==> config.mk <==
export PLATFORM = sky130hd
export DESIGN_NAME = qpu_exu_alu_wbq
export DESIGN_NICKNAME = d
export VERILOG_FILES = /design/src/rtl/qpu_exu_alu_wbq.sv
export SDC_FILE = /design/constraint.sdc
export NUM_CORES = 1
export LEC_CHECK = 0
export CAP_MARGIN = 10
export CORE_UTILIZATION = 49
export DETAILED_ROUTE_END_ITERATION = 10
export PLACE_DENSITY = 0.87
export SLEW_MARGIN = 20
export SYNTH_ARGS = -nofsm -noshare
export SYNTH_HDL_FRONTEND = slang
export SYNTH_SLANG_ARGS = --single-unit
==> constraint.sdc <==
create_clock -name clk -period 6.3 [get_ports clk]
set_clock_uncertainty 0.05 [all_clocks]
set_input_delay 1.575 -clock clk [delete_from_list [all_inputs] [get_ports clk]]
set_output_delay 1.575 -clock clk [all_outputs]
set_load 0.01 [all_outputs]
==> src/rtl/qpu_exu_alu_wbq.sv <==
// In-order result queue between the ALU sub-units and the commit/write-back ports.
// The head retires only when commit and every write-back channel it needs are ready together.
module qpu_exu_alu_wbq #(
  parameter int XLEN    = 32,
  parameter int TIME_W  = 32,
  parameter int EVT_W   = 16,
  parameter int EVT_NUM = 4,
  parameter int RFIDX_W = 6,
  parameter int PC_W    = 32,
  parameter int DEPTH   = 4
) (
  input  logic                     clk,
  input  logic                     rst,
  input  logic                     flush,
  input  logic                     i_valid,
  output logic                     i_ready,
  input  logic [PC_W-1:0]          i_pc,
  input  logic [XLEN-1:0]          i_imm,
  input  logic                     i_bjp,
  input  logic                     i_bjp_prdt,
  input  logic                     i_bjp_rslv,
  input  logic                     i_qiu,
  input  logic                     i_ntp,
  input  logic                     i_rdwen,
  input  logic [RFIDX_W-1:0]       i_rdidx,
  input  logic [XLEN-1:0]          i_cdata,
  input  logic [TIME_W-1:0]        i_tdata,
  input  logic [EVT_W-1:0]         i_edata,
  input  logic [EVT_NUM-1:0]       i_oprand,
  output logic                     cmt_o_valid,
  input  logic                     cmt_o_ready,
  output logic [PC_W-1:0]          cmt_o_pc,
  output logic [XLEN-1:0]          cmt_o_imm,
  output logic                     cmt_o_bjp,
  output logic                     cmt_o_bjp_prdt,
  output logic                     cmt_o_bjp_rslv,
  output logic                     cwbck_o_valid,
  input  logic                     cwbck_o_ready,
  output logic [XLEN-1:0]          cwbck_o_data,
  output logic [RFIDX_W-1:0]       cwbck_o_rdidx,
  output logic                     qcwbck_o_valid,
  input  logic                     qcwbck_o_ready,
  output logic [XLEN-1:0]          qcwbck_o_data,
  output logic [RFIDX_W-1:0]       qcwbck_o_rdidx,
  output logic                     twbck_o_valid,
  input  logic                     twbck_o_ready,
  output logic [TIME_W-1:0]        twbck_o_data,
  output logic                     ewbck_o_valid,
  input  logic                     ewbck_o_ready,
  output logic [EVT_W-1:0]         ewbck_o_data,
  output logic [EVT_NUM-1:0]       ewbck_o_oprand,
  output logic [$clog2(DEPTH):0]   o_occupancy
);

  localparam int AW = $clog2(DEPTH);
  localparam logic [AW:0] PTR_ONE = (AW+1)'(1);

  logic [AW:0]   wptr_q, wptr_d, rptr_q, rptr_d;
  logic [AW-1:0] widx, hidx;
  logic          empty, full, push, pop, head_vld;
  logic [3:0]    need_in, hneed;
  logic          rdy_c, rdy_qc, rdy_t, rdy_e;

  logic [PC_W-1:0]    pc_q     [DEPTH];
  logic [XLEN-1:0]    imm_q    [DEPTH];
  logic               bjp_q    [DEPTH];
  logic               prdt_q   [DEPTH];
  logic               rslv_q   [DEPTH];
  logic [RFIDX_W-1:0] rdidx_q  [DEPTH];
  logic [XLEN-1:0]    cdata_q  [DEPTH];
  logic [TIME_W-1:0]  tdata_q  [DEPTH];
  logic [EVT_W-1:0]   edata_q  [DEPTH];
  logic [EVT_NUM-1:0] oprand_q [DEPTH];
  logic [3:0]         need_q   [DEPTH];

  assign widx  = wptr_q[AW-1:0];
  assign hidx  = rptr_q[AW-1:0];
  assign empty = (wptr_q == rptr_q);
  assign full  = (wptr_q[AW] != rptr_q[AW]) && (widx == hidx);

  assign i_ready = ~full & ~flush;
  assign push    = i_valid & i_ready;

  // need mask bits: [0] classical, [1] quantum-classical, [2] time, [3] event
  assign need_in = {i_qiu | i_ntp,
                    i_ntp,
                    i_rdwen & i_rdidx[RFIDX_W-1],
                    i_rdwen & ~i_rdidx[RFIDX_W-1] & ~i_ntp};

  // Flush masks the head so no handshake is presented in a cycle that cannot pop.
  assign head_vld = ~empty & ~flush;
  assign hneed    = need_q[hidx];

  assign rdy_c  = ~hneed[0] | cwbck_o_ready;
  assign rdy_qc = ~hneed[1] | qcwbck_o_ready;
  assign rdy_t  = ~hneed[2] | twbck_o_ready;
  assign rdy_e  = ~hneed[3] | ewbck_o_ready;

  assign pop = head_vld & cmt_o_ready & rdy_c & rdy_qc & rdy_t & rdy_e;

  assign cmt_o_valid    = head_vld & rdy_c & rdy_qc & rdy_t & rdy_e;
  assign cwbck_o_valid  = head_vld & hneed[0] & cmt_o_ready & rdy_qc & rdy_t & rdy_e;
  assign qcwbck_o_valid = head_vld & hneed[1] & cmt_o_ready & rdy_c & rdy_t & rdy_e;
  assign twbck_o_valid  = head_vld & hneed[2] & cmt_o_ready & rdy_c & rdy_qc & rdy_e;
  assign ewbck_o_valid  = head_vld & hneed[3] & cmt_o_ready & rdy_c & rdy_qc & rdy_t;

  always_comb begin
    cmt_o_pc       = '0;
    cmt_o_imm      = '0;
    cmt_o_bjp      = 1'b0;
    cmt_o_bjp_prdt = 1'b0;
    cmt_o_bjp_rslv = 1'b0;
    cwbck_o_data   = '0;
    cwbck_o_rdidx  = '0;
    qcwbck_o_data  = '0;
    qcwbck_o_rdidx = '0;
    twbck_o_data   = '0;
    ewbck_o_data   = '0;
    ewbck_o_oprand = '0;
    if (head_vld) begin
      cmt_o_pc       = pc_q[hidx];
      cmt_o_imm      = imm_q[hidx];
      cmt_o_bjp      = bjp_q[hidx];
      cmt_o_bjp_prdt = bjp_q[hidx] & prdt_q[hidx];
      cmt_o_bjp_rslv = bjp_q[hidx] & rslv_q[hidx];
      if (hneed[0]) begin
        cwbck_o_data  = cdata_q[hidx];
        cwbck_o_rdidx = rdidx_q[hidx];
      end
      if (hneed[1]) begin
        qcwbck_o_data  = cdata_q[hidx];
        qcwbck_o_rdidx = rdidx_q[hidx];
      end
      if (hneed[2]) twbck_o_data = tdata_q[hidx];
      if (hneed[3]) begin
        ewbck_o_data   = edata_q[hidx];
        ewbck_o_oprand = oprand_q[hidx];
      end
    end
  end

  always_comb begin
    wptr_d = wptr_q;
    rptr_d = rptr_q;
    if (flush) begin
      wptr_d = '0;
      rptr_d = '0;
    end else begin
      if (push) wptr_d = wptr_q + PTR_ONE;
      if (pop)  rptr_d = rptr_q + PTR_ONE;
    end
  end

  always_ff @(posedge clk) begin
    if (rst) begin
      wptr_q <= '0;
      rptr_q <= '0;
    end else begin
      wptr_q <= wptr_d;
      rptr_q <= rptr_d;
    end
  end

  always_ff @(posedge clk) begin
    if (push) begin
      pc_q[widx]     <= i_pc;
      imm_q[widx]    <= i_imm;
      bjp_q[widx]    <= i_bjp;
      prdt_q[widx]   <= i_bjp_prdt;
      rslv_q[widx]   <= i_bjp_rslv;
      rdidx_q[widx]  <= i_rdidx;
      cdata_q[widx]  <= i_cdata;
      tdata_q[widx]  <= i_tdata;
      edata_q[widx]  <= i_edata;
      oprand_q[widx] <= i_oprand;
      need_q[widx]   <= need_in;
    end
  end

  assign o_occupancy = wptr_q - rptr_q;

endmodule

==> parameters.txt <==
Parameter                              Value

Status
  Status    finished, final reports clean

Floorplanning
  Total Die Area    around 52000 um^2
  Total I/O pin count    about 370
  Die extent in x    228.6 um
  Count of standard-cell rows    82
  Die height    between 200 and 250 um
  Placeable core area    about 50000 um^2
  Starting density of the core    0.4993

STA
  Pins Over Slew Limit    0
  Final count of negative-setup-slack endpoints    0
  Worst-case headroom to the max-slew limit    0.2605
  Fin crit share    0.8814
  Unrepaired setup endpoints after global routing    false
  Maximum clock frequency    between 150 and 200 MHz
  Final number of hold-violating endpoints    0
  Total negative slack    0 ns
  Post-layout minimum cycle time    roughly 5.6 ns
  Least-Margin Pin Slew    ~1.1 ns

Global routing
  Layer with the highest usage    met2
  Grt met3 use    0.05215
  Grt ovf    0
  Vias in the first global route    13380
  Met2 capacity usage during global routing    0.3397
  First-pass GRT wire length    80340 um
  Met1 demand-to-capacity share in global routing    0.2653
  Combined global-route utilization of all metal layers    0.2050
  Pin count of the biggest net entering global routing    between 150 and 200
  Antenna violations before repair    9

Clock network
  Clock root buffer    clkbuf_16
  Clk pin slew, worst setup/hold paths    around 0.060 ns
  Gates resized, CTS repair    0
  H-tree lvl count    2
  Clock sink count    652
  Skew-Pair Late Insertion Delay    0.60 ns
  Cts hold-fix bufs    0
  Number of setup buffers added after CTS    0
  Inserted Clock Buffers    60
  CTS tree    done
  Clock Path Buffers    3

Route
  DRC    0
  Mean routed wirelength per cell    23.67 um
  Antenna violation net count after detailed routing    0
  WL final    roughly 54000 um
  Router iterations before antenna repair    5
  Vias post-DR    about 13000
  Initial DRC Count    between 900 and 1000
  Via density    between 5 and 6

Synthesis
  Area share of the leading cell type in the synthesized netlist    0.7688
  Top_reg_cell synth    edfxtp_1
  Async set-reset flop share out of synthesis    0
  EDFF count, synth    between 600 and 700
  Yosys synthesis warning count    0
  Ranking of synthesized cells by area    edfxtp_1 77%, mux4_2 14%, and3_1 2.3%
  Number of distinct library cells after synthesis    37
  Netlist area before placement    25150 um^2
  Synth Net Count    between 1000 and 1500
  Post-synthesis share of cell area spent on full adders, half adders and majority gates    0.004278
  Register area share after synthesis    0.7752
  Gate count after technology mapping    between 1000 and 1500
  Main combinational cell family by area after synthesis    multiplexers
  Register bit count reported by yosys    652
  Post-synth top area cell    edfxtp_1
  Xor and xnor area share after synthesis    0.001741
  Synth Area in Simple Gates    0.05641
  Syn Area/Cell    roughly 22 um^2
  Post-synthesis compound-gate area fraction    0.003034
  Portion of netlist area occupied by mux cells    0.1463

Power
  Leakage power total    just over 10 nW
  Power per cell area    between 200 and 300 nW/um^2
  VDD IR max    roughly 0.00027 V

Critical path
  Path type of the worst setup path    primary input to output pin
  Critical path fanouts, max    between 60 and 70
  Critical path startpoint category    primary input
  Arrival time worst endpoint    around 3.9 ns
  Worst endpoint required time    4.68 ns
  CP endpoint kind    output pin

Min path
  Worst min-delay path class    flop to flop

Place
  Quantity of I/O buffers inserted on ports    between 300 and 400
  Placed instance area    ~30000 um^2
  DPL Wire Length    approximately 32000 um
  Final weighted congestion of routability-driven global placement    between 0.7 and 0.8

Cells and area
  Most frequent cells in the layout    644 x edfxtp_1, 372 x clkdlybuf4s50_1, 159 x mux4_2
  Final instance area    between 30000 and 40000 um^2
  Share of final-layout standard cells stronger than drive strength 1    0.1785
  Final Net Count    about 1700
  Layout Area Growth over Synthesis    26.32%
  Most common library cell in the layout ignoring fill and taps    edfxtp_1

Run
  Max_cap viols    0
-- power by group --
| part | total, mW | internal [mW] | leakage, nW | switching [mW] |
|---|---|---|---|---|
| combinational | 0.335 | 0.179 | 3.34 | 0.157 |
| sequential | 4.85 | 4.83 | 5.91 | 0.0147 |
| clock | 3.62 | 2.10 | 0.961 | 1.52 |
| total | 8.80 | 7.11 | 10.2 | 1.69 |
-- metrics by stage --
step           total power, mW  setup WS, ns    util  cells  hold WS (ns)
2_1_floorplan            5.050        0.6242       -   1154        0.4301
5_1_grt                  9.040        0.6519  0.6307   2265        0.5231
4_1_cts                  8.872        0.7521  0.6306   2263        0.4863
3_3_place_gp             5.253        0.9045  0.5912   2152        0.4498
3_5_place_dp             5.274        0.7862  0.5912   2152        0.4765
6_report                 8.800        0.7471  0.6308   2267        0.4989
-- flip-flops by register name (all words and copies together) (netlist names), named ones only --
register / count
need_q: 16
prdt_q: 4
imm_q: 128
edata_q: 64
bjp_q: 4
cdata_q: 128
rslv_q: 4
tdata_q: 128
pc_q: 128
wptr_q: 3
rdidx_q: 24
oprand_q: 16
rptr_q: 3
-- cell families after synthesis --
group | after synthesis
AOI/OAI and AO/OA | 10
xor gates and xnor gates | 5
adders and majority gates | 8
buffers and inverters | 79
DFF | 652
muxes | 169
and+or+nand+nor | 231
-- cell usage after synthesis (all sizes together) (2+ instances only) --
| cell type | count |
|---|---|
| edfxtp | 644 |
| inv | 11 |
| buf | 24 |
| nand2 | 10 |
| nand3 | 2 |
| a31oi | 2 |
| nor3 | 6 |
| xor2 | 2 |
| clkbuf | 43 |
| nor4 | 3 |
| or2 | 3 |
| dfxtp | 8 |
| and2 | 68 |
| mux4 | 159 |
| nor2 | 3 |
| mux2i | 10 |
| nand2b | 3 |
| nor2b | 37 |
| or3 | 2 |
| o22ai | 2 |
| and3 | 93 |
| ha | 7 |
| xnor2 | 3 |
-- worst paths after layout --
check | slack [ns] | startpoint | cells after the start | to
worst max-delay path | 0.75 | flush | 5 | twbck_o_data[12]
worst min-delay path | 0.50 | rptr_q[0]$_SDFFE_PP0P_ | 2 | flop
worst max register to register | 3.32 | wptr_q[0]$_SDFFE_PP0N_ | 6 | pc_q[1][22]$_DFFE_PP_
worst min register to register | 0.50 | rptr_q[0]$_SDFFE_PP0P_ | 2 | flop
-- worst max-delay path, stage by stage --
cell,delay [ns]
clkdlybuf4s50_1,0.61
a31oi_4,0.33
buf_4,0.50
and3_1,0.27
clkdlybuf4s50_1,0.57
-- area by class of cell --
cell class / count / area [um^2]
timing repair buffer: 393 / 4019
clock inverter: 42 / 425.4
multi-input combinational: 423 / 5368
tap: 672 / 840.8
clock buffer: 69 / 1556
sequential: 652 / 19510
fill: 3322 / 18600
inverter: 12 / 50.05
antenna: 4 / 10.01
-- per-layer routing --
| layer | share of wire | vias to the layer above |
|---|---|---|
| met5 | 0.0012 | - |
| met4 | 0.025 | 8 |
| met3 | 0.074 | 85 |
| met2 | 0.51 | 525 |
| met1 | 0.39 | 6554 |
| li1 | - | 5526 |
No activity file was read; power rests on OpenSTA's default activity.
